===== config.mk =====
export PLATFORM = sky130hd
export DESIGN_NAME = uart_rx_fifo
export DESIGN_NICKNAME = d
export VERILOG_FILES = /design/src/rtl/uart_rx_fifo.sv
export SDC_FILE = /design/constraint.sdc
export NUM_CORES = 1
export LEC_CHECK = 0
export CORE_MARGIN = 2
export CORE_UTILIZATION = 40
export DETAILED_ROUTE_END_ITERATION = 6
export PLACE_DENSITY = 0.65
export SYNTH_ARGS = -nofsm -noshare
export SYNTH_HDL_FRONTEND = slang
export SYNTH_SLANG_ARGS = --single-unit

===== constraint.sdc =====
create_clock -name clk -period 4.99 [get_ports clk]
set_input_delay 1.497 -clock clk [delete_from_list [all_inputs] [get_ports clk]]
set_output_delay 1.497 -clock clk [all_outputs]
set_load 0.005 [all_outputs]

===== src/rtl/uart_rx_fifo.sv =====
// Receive-side byte FIFO between a serial receiver and its consumer.
// Show-ahead output, registered occupancy count and a sticky overflow flag.
module uart_rx_fifo #(
    parameter int DEPTH_LOG2 = 4
) (
    input  logic                  clk,
    input  logic                  rst,
    input  logic                  rcv,
    input  logic [7:0]            data,
    input  logic                  rd,
    input  logic                  ovf_clr,
    output logic [7:0]            dout,
    output logic                  empty,
    output logic                  full,
    output logic [DEPTH_LOG2:0]   count,
    output logic                  ovf
);

    localparam int DEPTH = 1 << DEPTH_LOG2;
    localparam logic [DEPTH_LOG2:0] FULL_COUNT = {1'b1, {DEPTH_LOG2{1'b0}}};

    logic [7:0]            mem_q [DEPTH];
    logic [DEPTH_LOG2-1:0] wr_ptr_q, wr_ptr_d;
    logic [DEPTH_LOG2-1:0] rd_ptr_q, rd_ptr_d;
    logic [DEPTH_LOG2:0]   count_q, count_d;
    logic                  ovf_q, ovf_d;
    logic                  do_write, do_read, ovf_set;

    assign empty = (count_q == '0);
    assign full  = (count_q == FULL_COUNT);
    assign count = count_q;
    assign ovf   = ovf_q;
    assign dout  = empty ? 8'h00 : mem_q[rd_ptr_q];

    // A pop in the same cycle frees the slot, so a full FIFO still accepts a write while rd is high.
    assign do_read  = rd && !empty;
    assign do_write = rcv && (!full || rd);
    assign ovf_set  = rcv && full && !rd;

    always_comb begin
        wr_ptr_d = wr_ptr_q;
        rd_ptr_d = rd_ptr_q;
        count_d  = count_q;
        ovf_d    = ovf_q;
        if (do_write) wr_ptr_d = wr_ptr_q + 1'b1;
        if (do_read)  rd_ptr_d = rd_ptr_q + 1'b1;
        case ({do_write, do_read})
            2'b10:   count_d = count_q + 1'b1;
            2'b01:   count_d = count_q - 1'b1;
            default: count_d = count_q;
        endcase
        if (ovf_set)      ovf_d = 1'b1;
        else if (ovf_clr) ovf_d = 1'b0;
    end

    always_ff @(posedge clk or posedge rst) begin
        if (rst) begin
            wr_ptr_q <= '0;
            rd_ptr_q <= '0;
            count_q  <= '0;
            ovf_q    <= 1'b0;
        end else begin
            wr_ptr_q <= wr_ptr_d;
            rd_ptr_q <= rd_ptr_d;
            count_q  <= count_d;
            ovf_q    <= ovf_d;
        end
    end

    // Storage is deliberately left out of reset; stale bytes are masked by the empty check on dout.
    always_ff @(posedge clk) begin
        if (do_write) mem_q[wr_ptr_q] <= data;
    end

endmodule


Word level (Yosys, flattened, before mapping)
Memory sizes are Yosys's and may differ from the RTL's.
Index checks and enable logic that the tools add are counted.
{ "word_totals": {"register_bits": 14, "ramBits": 128, "in_bits": 13, "out_inout_bits": 16, "wordCells": 29, "n_memories": 1} }
{ "memory_table": {"columns": ["name", "depth", "word_bits", "read_ports", "rd_ports_with_merged_regs", "wr", "line", "source"], "rows": [
  ["mem_q", 16, 8, 1, 0, 1, "22", "logic [7:0] mem_q [DEPTH];"]
]} }
{ "classes": {"add_sub_neg": 4, "eq_ne": 3, "mux": 6, "reduce_logical": 11} }
{ "op_table": {"columns": ["cell", "n"], "rows": [
  ["$pmux 5 s2", 1],
  ["$add 4x1->4 const B", 2],
  ["$mux 8", 1],
  ["$add 5x1->5 const B", 1],
  ["$eq 5x5->1 const B", 1],
  ["$logic_not 5->1", 1],
  ["$sub 5x1->5 const B", 1],
  ["$logic_and 1x1->1", 4],
  ["$mux 1", 4],
  ["$reduce_bool 2->1", 2],
  ["$logic_not 1->1", 3],
  ["$eq 2x1->1 const B", 1],
  ["$eq 2x2->1 const B", 1],
  ["$logic_or 1x1->1", 1]
]} }

Longest topological paths before layout
Gate-level depths: netlist (run 1).
{ "logic_depth": {"word_depth": 6, "mapped_depth": 13, "depth_no_buf": 11} }

Worst setup path before layout (run 1)
OpenSTA, ideal clock, no wires.
{ "synth_timing": {"path_type": "input port to flip-flop", "from": "input rd", "to": "register count_q[4] (netlist: count[4])", "arrival_time_ps": 3631, "required_time_ps": 4859, "slack_ps": 1228, "stages": 10, "path_cell_list": "o31a_4 clkinv_4 ha_1 clkbuf_1 xor2_1 ha_1 o211ai_1 nor4b_1 a2111o_1 or3_1"} }
{ "synth_between": {"elab_chain_len": 4, "word_cells_on_any_way": 7, "cone_classes": "eq/ne (2); mux (1); reduce/logical (4)"} }
{ "synth_rtl": {"columns": ["element", "line", "source"], "rows": [
  ["from (decl)", "10", "input logic rd,"],
  ["$logic_or 1x1->1", "37", "assign do_write = rcv && (!full || rd);"],
  ["$logic_and 1x1->1", "37", null],
  ["$eq 2x1->1 or $eq 2x2->1 (tied branches)", "47", "case ({do_write, do_read})"],
  ["$pmux 5 s2 or $reduce_bool 2->1 (tied branches)", null, null],
  ["to (signal assigned)", "65", "count_q <= count_d;"],
  ["to (decl)", "25", "logic [DEPTH_LOG2:0] count_q, count_d;"]
]} }
Several ways; a longest one is shown, not always the timed one.
A chain may end at the register's enable or synchronous reset.

Worst setup path after layout (run 1)
{ "layout_timing": {"from": "register rd_ptr_q[1]", "to": "output dout[7]"} }
{ "layout_between": {"elab_chain_len": 2} }
{ "layout_rtl": {"columns": ["element", "line", "source"], "rows": [
  ["from (decl)", "24", "logic [DEPTH_LOG2-1:0] rd_ptr_q, rd_ptr_d;"],
  ["from (signal assigned)", "64", "rd_ptr_q <= rd_ptr_d;"],
  ["$mem_v2 16x8", null, null],
  ["$mux 8", "33", "assign dout = empty ? 8'h00 : mem_q[rd_ptr_q];"],
  ["to (decl)", "12", "output logic [7:0] dout,"]
]} }
No other way between the ends.

==> flow_summary.toml, run 1 <==
[status]
outcome = "completed"

[drt]
wirelength_um = 11230
firstDrtPassIters = 4
first_iter_violations = 253
vias = 2913
detail_route.wl_per_cell_um = 20.72
drcViolationCount = 0
postRouteAntennaNets = 0
vias_per_cell = 5.375

[synthesis]
synth_area_leader_cell = "edfxtp_1"
netlist-cell-type-count = 43
synth_adder_area_share_pct = 1.903
synth_compound_area_share_pct = 3.214
synth_xor_xnor_area_share_pct = 1.480
ys_ff_latch = 142
largest_family_of_logic_cells_by_synthesized_area = "multiplexers"
synth-warning-count = 0
syn_area_per_cell_um2 = 18.78
synth_simple_gate_area_share_pct = 4.546
nets_in_the_synthesized_netlist = 337
synthesis.instances = 315
synth.cell_area_um2 = 5917
synth_area_leaders = "edfxtp_1, mux4_2, dfrtp_1"
synth_top_cell_area_share_pct = 64.96
yosys-mux-area-fraction_pct = 15.44
synth-seq-area-share_pct = 70.88

[floorplanning]
die_y_um = 125.6
initial_core_util_pct = 40.87
fp.dieArea_um2 = 15780
core-area_um2 = 14480
chipWidth_um = 125.6
std_cell_rows = 44
ios = 29

[global_routing]
track_usage_pct = 15.19
largest_net_degree_at_the_start_of_global_routing = 20
grt_pass1_wl_um = 17520
antenna_found_initial = 0
vias_in_the_first_global_route = 3107
overflow = 0

[final_layout]
fillerInstances = 1219
design.final.nets = 370
layout.cells.non_filler = 542
layout.cells.most_common_list = "edfxtp_1, mux4_2, clkdlybuf4s50_1, clkbuf_16, dfrtp_1"
final_layout_size_suffix_gt1_share_pct = 21.51
final_util_pct = 47.60
layout_commonest_cell = "edfxtp_1"
areaGrowthSynthToFinish_pct = 16.47
antenna_fix_cells = 0

[sta]
slew_headroom_pct = 37.04
rsz0062_at_grt = "false"
fin_crit_sh_pct = 86.31
max_freq_mhz = 232.2
postLayoutSetupSlackWorst_ns = 0.6833
setup-tns-final_ns = 0
skew_final_ns = 0.006012
slew_violations = 0
worst_hold_slack_ns = 0.5044
worst-slew-pin-transition_ns = 0.9409
final-hold-violation-count = 0
timing.final.setup_violations = 0
layout_min_cycle_time_ns = 4.307

[pwr]
irDropWorstVdd_mv = 0.2683
power.leakage_nw = 2.322
power.density_cell_area_nw_per_um2 = 574.6

[clock_tree]
cts_tree = "built"
insertion_delay_ns = 0.41
post_cts.resized_instances = 0
cts_setup_buffers = 0
ctsHtreeMaxLevel = 4
cts_buffers = 17
clkTransAtPathRegs_ns = 0.05
clock_path_buffers = 2
clk_root_buffer_cell = "clkbuf_16"
cts_sinks = 142
cts_hold_repair.buffers = 0

[worst_setup_path]
cp.required_ns = 3.49
critical_path.startpoint_type = "register"
cp.arrival_ns = 2.81
biggest_fanout_along_the_worst_timing_path = 18
criticalPathCategory = "register to primary output"
worstSetupEndpointType = "primary output"

[placement]
globalplace.congestion = 0.7960
place_ws_ns = 0.5362
place_hpwl_um = 7303
place_inst = 513
io_buffers = 28

[worst_hold_path]
min_path_type = "register to register"

[flow_run]
max_cap_violations = 0
path summary, 6_finish.rpt:
kind                             startpoint           to  slack [ns]  cells after the start
worst max-delay path            rd_ptr_q[1]      dout[7]        0.68                      5
worst min-delay path                    ovf          ovf        0.50                      1
worst max register to register     count[1]     count[4]        1.31                     10
worst min register to register          ovf          ovf        0.50                      1
max in group asynchronous               rst  rd_ptr_q[1]        3.14                      2
min in group asynchronous               rst          ovf        1.44                      2
cells in the mapped netlist:
library cell / n
edfxtp_1: 128
mux4_2: 32
dfrtp_1: 14
o21ai_0: 12
a21oi_1: 10
mux2_2: 10
ha_1: 9
inv_1: 9
and2_1: 8
mux2i_1: 8
buf_2: 7
nor2_1: 7
xnor2_1: 7
clkbuf_1: 6
nand3_1: 6
and3_1: 5
nand2_1: 4
buf_4: 3
xor2_1: 3
buf_6: 2
nor3b_1: 2
nor4b_1: 2
a2111o_1: 1
a21o_1: 1
a31o_2: 1
a32o_1: 1
a32oi_1: 1
and3b_1: 1
and4_1: 1
clkbuf_2: 1
clkinv_4: 1
nand2b_1: 1
nand4_1: 1
nand4b_1: 1
nor2_2: 1
nor3_1: 1
nor4_1: 1
o211ai_1: 1
o311ai_0: 1
o31a_4: 1
or3_1: 1
or4_4: 1
or4b_2: 1
worst max-delay path, cell delays in order, from the launching register on:
cell             delay (ns)
dfrtp_2                0.76
mux4_2                 0.58
mux2_2                 0.27
o21ai_0                0.23
a21oi_1                0.08
clkdlybuf4s50_1        0.48
power breakdown:
part           internal, W  switching, W  total, W
registers          0.00146      0.000191   0.00165
logic             0.000653      0.000508   0.00116
clock network     0.000716      0.000431   0.00115
total              0.00283       0.00113   0.00396
layer usage:
layer | track usage [%] | up-vias | part of all wire (%)
li1 | - | 1325 | -
met1 | 19.48 | 1507 | 44
met3 | 4.206 | 14 | 4.7
met4 | 5.882 | 0 | 1.3
met2 | 24.80 | 67 | 50
met5 | 0 | - | 0
state kept, by name, indices dropped and copies added (netlist names):
register / flops
ovf: 1
rd_ptr_q: 4
wr_ptr_q: 4
mem_q: 128
count: 5
kinds of logic (layout without fill, tap and decap cells):
kind of cell | Yosys count | in the layout
adders and majority gates | 9 | 9
muxes | 50 | 50
xor gates and xnor gates | 10 | 10
and+or+nand+nor | 45 | 45
buffers and inverters | 29 | 72
AOI/OAI and AO/OA | 30 | 30
DFF | 142 | 142
metrics by stage:
step	area (µm²)	total power (W)
CTS	6892	0.004010
floorplan	5917	0.002427
global route	6892	0.004159
detailed placement	6359	0.002862
global placement	6359	0.002835
finish	6892	0.003960
cell type report:
class	count	area (µm²)	share of cell area, %
Multi-Input combinational cell	144	1573	22.82
Sequential cell	142	4195	60.88
Clock inverter	10	100.1	1.452
Inverter	10	42.54	0.6173
Timing Repair Buffer	33	317.8	4.611
Tap cell	184	230.2	3.341
Clock buffer	19	432.9	6.282
(Power assumes the default switching activity.)
==> run 2: changes to the inputs <==
--- a/config.mk
+++ b/config.mk
@@ -5,6 +5,7 @@
 export SDC_FILE = /design/constraint.sdc
 export NUM_CORES = 1
 export LEC_CHECK = 0
+export CAP_MARGIN = 20
 export CORE_MARGIN = 2
 export CORE_UTILIZATION = 40
 export DETAILED_ROUTE_END_ITERATION = 6
@@ -12,3 +13,4 @@
 export SYNTH_ARGS = -nofsm -noshare
 export SYNTH_HDL_FRONTEND = slang
 export SYNTH_SLANG_ARGS = --single-unit
+export TNS_END_PERCENT = 10
==> results of run 2 <==
The final DEF is identical to that of run 1; final timing and power are the same.
